==> config.mk <==
export PLATFORM = sky130hd
export DESIGN_NAME = uart_tx_controller
export DESIGN_NICKNAME = d
export VERILOG_FILES = /design/src/rtl/uart_pkg.sv /design/src/rtl/uart_tx_fifo.sv /design/src/rtl/uart_tx_controller.sv
export SDC_FILE = /design/constraint.sdc
export NUM_CORES = 1
export LEC_CHECK = 0
export BUFFER_PORTS_ARGS = -buffer_cell sky130_fd_sc_hd__buf_4
export CAP_MARGIN = 0
export CORE_MARGIN = 2
export CORE_UTILIZATION = 25
export CTS_CLUSTER_SIZE = 40
export DETAILED_ROUTE_END_ITERATION = 8
export MAX_ROUTING_LAYER = met4
export SLEW_MARGIN = 0
export SYNTH_ARGS = -nofsm -noshare
export SYNTH_HDL_FRONTEND = slang
export SYNTH_SLANG_ARGS = --single-unit
==> constraint.sdc <==
create_clock -name S_AXI_ACLK -period 5.3 [get_ports S_AXI_ACLK]
set_input_delay 0.265 -clock S_AXI_ACLK [delete_from_list [all_inputs] [get_ports S_AXI_ACLK]]
set_output_delay 0.265 -clock S_AXI_ACLK [all_outputs]
set_load 0.005 [all_outputs]
==> src/rtl/uart_pkg.sv <==
// uart_pkg: shared definitions for the UART transmit path.
//   tx_state_e   - transmitter FSM states
//   FIFO_DEPTH   - character buffer depth when the FIFO build is selected
//   baud_divisor - clocks per line bit (truncated)
//   cnt_width    - baud counter width for a given divisor (at least 1 bit)
package uart_pkg;

  typedef enum logic [2:0] {IDLE, START, DATA, PARITY, STOP} tx_state_e;

  localparam int FIFO_DEPTH = 16;
  localparam int FIFO_PTR_W = $clog2(FIFO_DEPTH);
  localparam int FIFO_CNT_W = FIFO_PTR_W + 1;

  function automatic int baud_divisor(input int clk_hz, input int baud);
    return clk_hz / baud;
  endfunction

  function automatic int cnt_width(input int divisor);
    return (divisor > 1) ? $clog2(divisor) : 1;
  endfunction

endpackage

==> src/rtl/uart_tx_fifo.sv <==
// uart_tx_fifo: FIFO_DEPTH-entry character buffer with wrap-around pointers.
//   S_AXI_ACLK / S_AXI_ARESET - clock, async active-high reset
//   push, push_data           - write (ignored when full)
//   pop, pop_data             - read (ignored when empty); pop_data is show-ahead
//   count                     - registered occupancy, 0..FIFO_DEPTH
// Push and pop in the same cycle leave count unchanged.
module uart_tx_fifo
  import uart_pkg::*;
#(
  parameter int DATA_W = 8
) (
  input  logic                  S_AXI_ACLK,
  input  logic                  S_AXI_ARESET,
  input  logic                  push,
  input  logic [DATA_W-1:0]     push_data,
  input  logic                  pop,
  output logic [DATA_W-1:0]     pop_data,
  output logic [FIFO_CNT_W-1:0] count
);

  logic [DATA_W-1:0]     mem [FIFO_DEPTH];
  logic [FIFO_PTR_W-1:0] wr_ptr, rd_ptr;
  logic                  do_push, do_pop;

  assign do_push  = push && (count != FIFO_CNT_W'(FIFO_DEPTH));
  assign do_pop   = pop && (count != '0);
  assign pop_data = mem[rd_ptr];

  always_ff @(posedge S_AXI_ACLK or posedge S_AXI_ARESET) begin
    if (S_AXI_ARESET) begin
      wr_ptr <= '0;
      rd_ptr <= '0;
      count  <= '0;
    end else begin
      if (do_push) wr_ptr <= wr_ptr + 1'b1;
      if (do_pop)  rd_ptr <= rd_ptr + 1'b1;
      case ({do_push, do_pop})
        2'b10:   count <= count + 1'b1;
        2'b01:   count <= count - 1'b1;
        default: ;
      endcase
    end
  end

  // Storage needs no reset: the count alone defines what is valid.
  always_ff @(posedge S_AXI_ACLK) begin
    if (do_push) mem[wr_ptr] <= push_data;
  end

endmodule

==> src/rtl/uart_tx_controller.sv <==
// uart_tx_controller: buffered UART transmitter (start, C_DATA_BITS LSB first,
// optional parity, one stop bit).
//   S_AXI_ACLK, S_AXI_ARESET (async, active-high)
//   TX_DATA/TX_VALID/TX_READY - character write handshake
//   TX       - registered serial line, idle high
//   TX_BUSY  - FSM outside IDLE
//   TX_EMPTY - no characters buffered
//   TX_DONE_IRQ - one-cycle pulse as the final stop bit leaves the line
// Build option: UART_TX_FIFO_EN selects a 16-entry FIFO buffer; otherwise a
// single holding register is used.
module uart_tx_controller
  import uart_pkg::*;
#(
  parameter int C_S_AXI_ACLK_FREQ_HZ = 100_000_000,
  parameter int C_BAUDRATE           = 9600,
  parameter int C_DATA_BITS          = 8,
  parameter int C_USE_PARITY         = 0,
  parameter int C_ODD_PARITY         = 0
) (
  input  logic                   S_AXI_ACLK,
  input  logic                   S_AXI_ARESET,
  input  logic [C_DATA_BITS-1:0] TX_DATA,
  input  logic                   TX_VALID,
  output logic                   TX_READY,
  output logic                   TX,
  output logic                   TX_BUSY,
  output logic                   TX_EMPTY,
  output logic                   TX_DONE_IRQ
);

  localparam int             DIVISOR = baud_divisor(C_S_AXI_ACLK_FREQ_HZ, C_BAUDRATE);
  localparam int             CNT_W   = cnt_width(DIVISOR);
  localparam logic [CNT_W-1:0] CNT_MAX = CNT_W'(DIVISOR - 1);
  localparam logic           ODD_BIT = (C_ODD_PARITY != 0);

  tx_state_e              state, state_nxt;
  logic [CNT_W-1:0]       cnt_q;
  logic [2:0]             bit_q;
  logic [C_DATA_BITS-1:0] sh_q;
  logic                   par_q, tx_q, done_q, irq_q;
  logic                   bit_end, push, pop, buf_empty;
  logic [C_DATA_BITS-1:0] buf_data;

  assign push = TX_VALID && TX_READY;

`ifdef UART_TX_FIFO_EN
  logic [FIFO_CNT_W-1:0] fifo_count;

  uart_tx_fifo #(.DATA_W(C_DATA_BITS)) u_fifo (
    .S_AXI_ACLK   (S_AXI_ACLK),
    .S_AXI_ARESET (S_AXI_ARESET),
    .push         (push),
    .push_data    (TX_DATA),
    .pop          (pop),
    .pop_data     (buf_data),
    .count        (fifo_count)
  );

  assign TX_READY  = (fifo_count != FIFO_CNT_W'(FIFO_DEPTH));
  assign buf_empty = (fifo_count == '0);
`else
  // Single holding register: refills while the previous character is on the line.
  logic                   hold_vld;
  logic [C_DATA_BITS-1:0] hold_data;

  always_ff @(posedge S_AXI_ACLK or posedge S_AXI_ARESET) begin
    if (S_AXI_ARESET) begin
      hold_vld  <= 1'b0;
      hold_data <= '0;
    end else if (push) begin
      hold_vld  <= 1'b1;
      hold_data <= TX_DATA;
    end else if (pop) begin
      hold_vld  <= 1'b0;
    end
  end

  assign TX_READY  = !hold_vld;
  assign buf_empty = !hold_vld;
  assign buf_data  = hold_data;
`endif

  assign bit_end = (cnt_q == '0);

  always_ff @(posedge S_AXI_ACLK or posedge S_AXI_ARESET) begin
    if (S_AXI_ARESET) state <= IDLE;
    else              state <= state_nxt;
  end

  always_comb begin
    state_nxt = state;
    pop       = 1'b0;
    case (state)
      IDLE:   if (!buf_empty) begin
                pop       = 1'b1;
                state_nxt = START;
              end
      START:  if (bit_end) state_nxt = DATA;
      DATA:   if (bit_end && (bit_q == 3'(C_DATA_BITS - 1))) begin
                if (C_USE_PARITY != 0) state_nxt = PARITY;
                else                   state_nxt = STOP;
              end
      PARITY: if (bit_end) state_nxt = STOP;
      STOP:   if (bit_end) begin
                // Back-to-back frames: reload straight into START, no idle bit.
                if (!buf_empty) begin
                  pop       = 1'b1;
                  state_nxt = START;
                end else begin
                  state_nxt = IDLE;
                end
              end
      default: state_nxt = IDLE;
    endcase
  end

  always_ff @(posedge S_AXI_ACLK or posedge S_AXI_ARESET) begin
    if (S_AXI_ARESET) begin
      cnt_q <= '0;
      bit_q <= '0;
      sh_q  <= '0;
      par_q <= 1'b0;
    end else if (pop) begin
      sh_q  <= buf_data;
      par_q <= (^buf_data) ^ ODD_BIT;
      cnt_q <= CNT_MAX;
      bit_q <= '0;
    end else if (state_nxt == IDLE) begin
      cnt_q <= '0;
      bit_q <= '0;
    end else if (bit_end) begin
      cnt_q <= CNT_MAX;
      if (state == DATA) begin
        sh_q  <= sh_q >> 1;
        bit_q <= bit_q + 1'b1;
      end
    end else begin
      cnt_q <= cnt_q - 1'b1;
    end
  end

  // Line and IRQ are registered one cycle behind the FSM, so the pulse lines
  // up with the end of the stop bit as seen on TX.
  always_ff @(posedge S_AXI_ACLK or posedge S_AXI_ARESET) begin
    if (S_AXI_ARESET) begin
      tx_q   <= 1'b1;
      done_q <= 1'b0;
      irq_q  <= 1'b0;
    end else begin
      case (state)
        START:   tx_q <= 1'b0;
        DATA:    tx_q <= sh_q[0];
        PARITY:  tx_q <= par_q;
        default: tx_q <= 1'b1;
      endcase
      done_q <= (state == STOP) && (state_nxt == IDLE);
      irq_q  <= done_q;
    end
  end

  assign TX          = tx_q;
  assign TX_BUSY     = (state != IDLE);
  assign TX_EMPTY    = buf_empty;
  assign TX_DONE_IRQ = irq_q;

endmodule
==> impl_metrics.py <==
metrics = {
    "grt": {
        "grt_use_total_pct": 10.3,
        "grt_pass1_wl_microns": 7890,
        "antenna_found_initial": 0,
        "grt_pass1_vias": 1660,
        "grt-ovfl-total": 0,
        "grt_max_degree": 42,
    },
    "synth": {
        "postSynthCellCount": 223,
        "synth_top_cell_by_area": "dfrtp_1",
        "ys_async_sr_fraction_pct": 100,
        "synth_top_flop_cell": "dfrtp_1",
        "synth_seq_cells": 41,
        "synth_edf_count": 0,
        "synth.top_cell.area_share_pct": 45.7,
        "netlist_area_sq_um": 2190,
        "synth_area_leaders": "dfrtp_1, nor2_1, o21ai_0",
        "postSynthAreaPerCell_sq_um": 9.82,
        "syn_nets": 237,
        "yosys.cell_types.count": 53,
        "yosysSeqAreaShare_pct": 46.9,
        "yosys_warnings": 0,
    },
    "sta": {
        "max_freq_mhz": 379,
        "period_share_pct": 49.7,
        "rsz0062_at_grt": "false",
        "tightest_slew_ns": 0.856,
        "maxSlewViolCount": 0,
        "fin_setup_tns_ns": 0,
        "relSlewSlack_pct": 42.5,
        "final-setup-viol-count": 0,
        "hold_viol_final": 0,
        "min_period_ns": 2.64,
        "clock_skew_ns": 0.00519,
    },
    "flow_run": {
        "maxCapViolations": 0,
    },
    "route": {
        "dr_total_vias": 1671,
        "dr.pass1.iters": 5,
        "drc": 0,
        "post_drt_wl_per_cell_microns": 12.7,
        "wl_microns": 4390,
        "routed_via_density": 4.83,
        "ant_nets": 0,
        "drtIter0Drc": 88,
    },
    "placed_design": {
        "routabilityCongestion": 0.813,
        "portBuffers": 15,
        "dp_hpwl_microns": 3060,
    },
    "final_layout": {
        "antenna_cells": 0,
        "fin_util_pct": 29.3,
        "final_cell_mix": "dfrtp_1, nor2_1, o21ai_0",
        "final_common_cell": "dfrtp_1",
        "nNetsFinal": 251,
        "syn2layout_area_growth_pct": 15.0,
        "nFillCells": 919,
        "drive_above_1_share_pct": 16.4,
    },
    "clock_tree": {
        "cts_sinks": 41,
        "postCtsSetupBuffers": 0,
        "cts_buffers": 5,
        "clockRootBuffer": "clkbuf_8",
        "worstSkewPairLatency_ns": 0.29,
        "cts_tree": "built",
        "clk_pin_slew_worst_paths_ns": 0.08,
        "cts_resized": 0,
        "cts_buffer_depth": 2,
        "cts-htree-levels": 2,
        "postCtsHoldBufs": 0,
    },
    "worst_setup_path": {
        "required_ns": 5.44,
        "r2r_cells": 6,
        "crit_path_end_kind": "register",
        "r2r_start": "cnt_q[0]$_DFF_PP0_",
        "reg2reg_to": "cnt_q[13]$_DFF_PP0_",
        "path_class": "register to register",
        "critPathArrivalTime_ns": 2.78,
        "critPathLaunchType": "register",
        "r2r_slack_ns": 2.66,
        "cp_max_fo": 13,
    },
    "pwr": {
        "power_density_nw_per_um2": 503,
        "p_leak_nw": 1.06,
        "ir_worst_vdd_mv": 0.195,
        "finalPower_mw": 1.27,
    },
    "floorplanning": {
        "rows": 34,
        "pin_count": 16,
        "coreArea_sq_um": 8590,
        "die_h_microns": 97.6,
        "die_area_sq_um": 9520,
        "die_w_microns": 97.6,
        "initial_core_util_pct": 25.5,
    },
    "outcome": {
        "status": "complete, no violations",
    },
    "min_path": {
        "hold_class": "input pin to asynchronous set/reset pin",
    },
}
how the worst max path moves through the flow:
stage | start | to | slack (ns) | cells past startpoint
detailed placement | cnt_q[0]$_DFF_PP0_ | cnt_q[13]$_DFF_PP0_ | 2.68 | 6
finish | cnt_q[0]$_DFF_PP0_ | cnt_q[13]$_DFF_PP0_ | 2.66 | 6
global placement | cnt_q[0]$_DFF_PP0_ | sh_q[2]$_DFFE_PP0P_ | 2.79 | 6
CTS | cnt_q[0]$_DFF_PP0_ | cnt_q[13]$_DFF_PP0_ | 2.67 | 6
floorplan | cnt_q[0]$_DFF_PP0_ | par_q$_DFFE_PP0P_ | 3.25 | 6
global route | cnt_q[0]$_DFF_PP0_ | cnt_q[5]$_DFF_PP0_ | 2.44 | 6
critical path, cell delays in order (launching register included):
cell and delay [ns]:
dfrtp_1 0.42, inv_1 0.09, ha_1 0.21, nor3b_2 0.55, nand4_2 0.44, o221ai_1 0.60, o21ai_0 0.19
kinds of logic (layout without fill, tap and decap cells):
group                      after synthesis  count (layout)  share of synthesized area, %
adders and majority gates                4               4                          2.17
AOI/OAI and AO/OA                       57              57                          18.6
buffers and inverters                   27              42                          6.06
xor gates and xnor gates                14              14                          5.60
and+or+nand+nor                         77              77                          19.2
DFF                                     41              41                          46.9
muxes                                    3               3                          1.49
area by class of cell:
class                   count  area (sq um)  share of cell area (%)
clock buffers               5          68.8                    2.73
clock inverters             3          65.1                    2.58
inverters                  17          63.8                    2.53
multi-input cells         155          1030                    40.9
flip-flops and latches     41          1030                    40.8
well taps                 108           135                    5.37
repair buffers             17           128                    5.07
cells in the mapped netlist (2+ instances only):
master and n:
nand2_1 14, xnor2_1 8, xor2_1 6, o31ai_1 3, dfrtp_1 40, buf_2 3
ha_1 3, a211oi_1 7, o221ai_1 2, nor2_1 26, nor3b_1 2, nand2b_1 2
a41oi_1 3, a221oi_1 6, o21ai_0 18, nand3_1 10, nor2b_1 4, a21oi_1 7
nor3_1 5, inv_1 17, clkbuf_1 4, nor4_4 2
state kept, by name, summed over array words and instances (netlist names):
register / flops
done_q: 1
TX: 1
state: 3
TX_DONE_IRQ: 1
hold_vld: 1
cnt_q: 14
buf_data: 8
sh_q: 8
bit_q: 3
par_q: 1
report_power, final:
group | internal, mW | switching, mW
logic | 0.211 | 0.227
registers | 0.424 | 0.108
clock network | 0.187 | 0.107
total | 0.823 | 0.443
layer usage:
metal	track usage, %	vias up	share of wire (%)
met4	2.14	0	0.52
li1	-	820	-
met1	13.6	812	50
met5	-	-	0
met3	2.81	2	3.6
met2	15.9	37	46
per-stage QoR:
step           worst slack [ns]  area, sq um  cells  hold slack, ns
4_1_cts                    2.67         2520    346           0.125
2_1_floorplan              3.25         2190    223           0.331
6_report                   2.66         2520    346           0.102
5_1_grt                    2.44         2520    346           0.145
3_3_place_gp               2.79         2380    338           0.334
3_5_place_dp               2.68         2380    338           0.336
No activity file was read; power rests on OpenSTA's default activity.
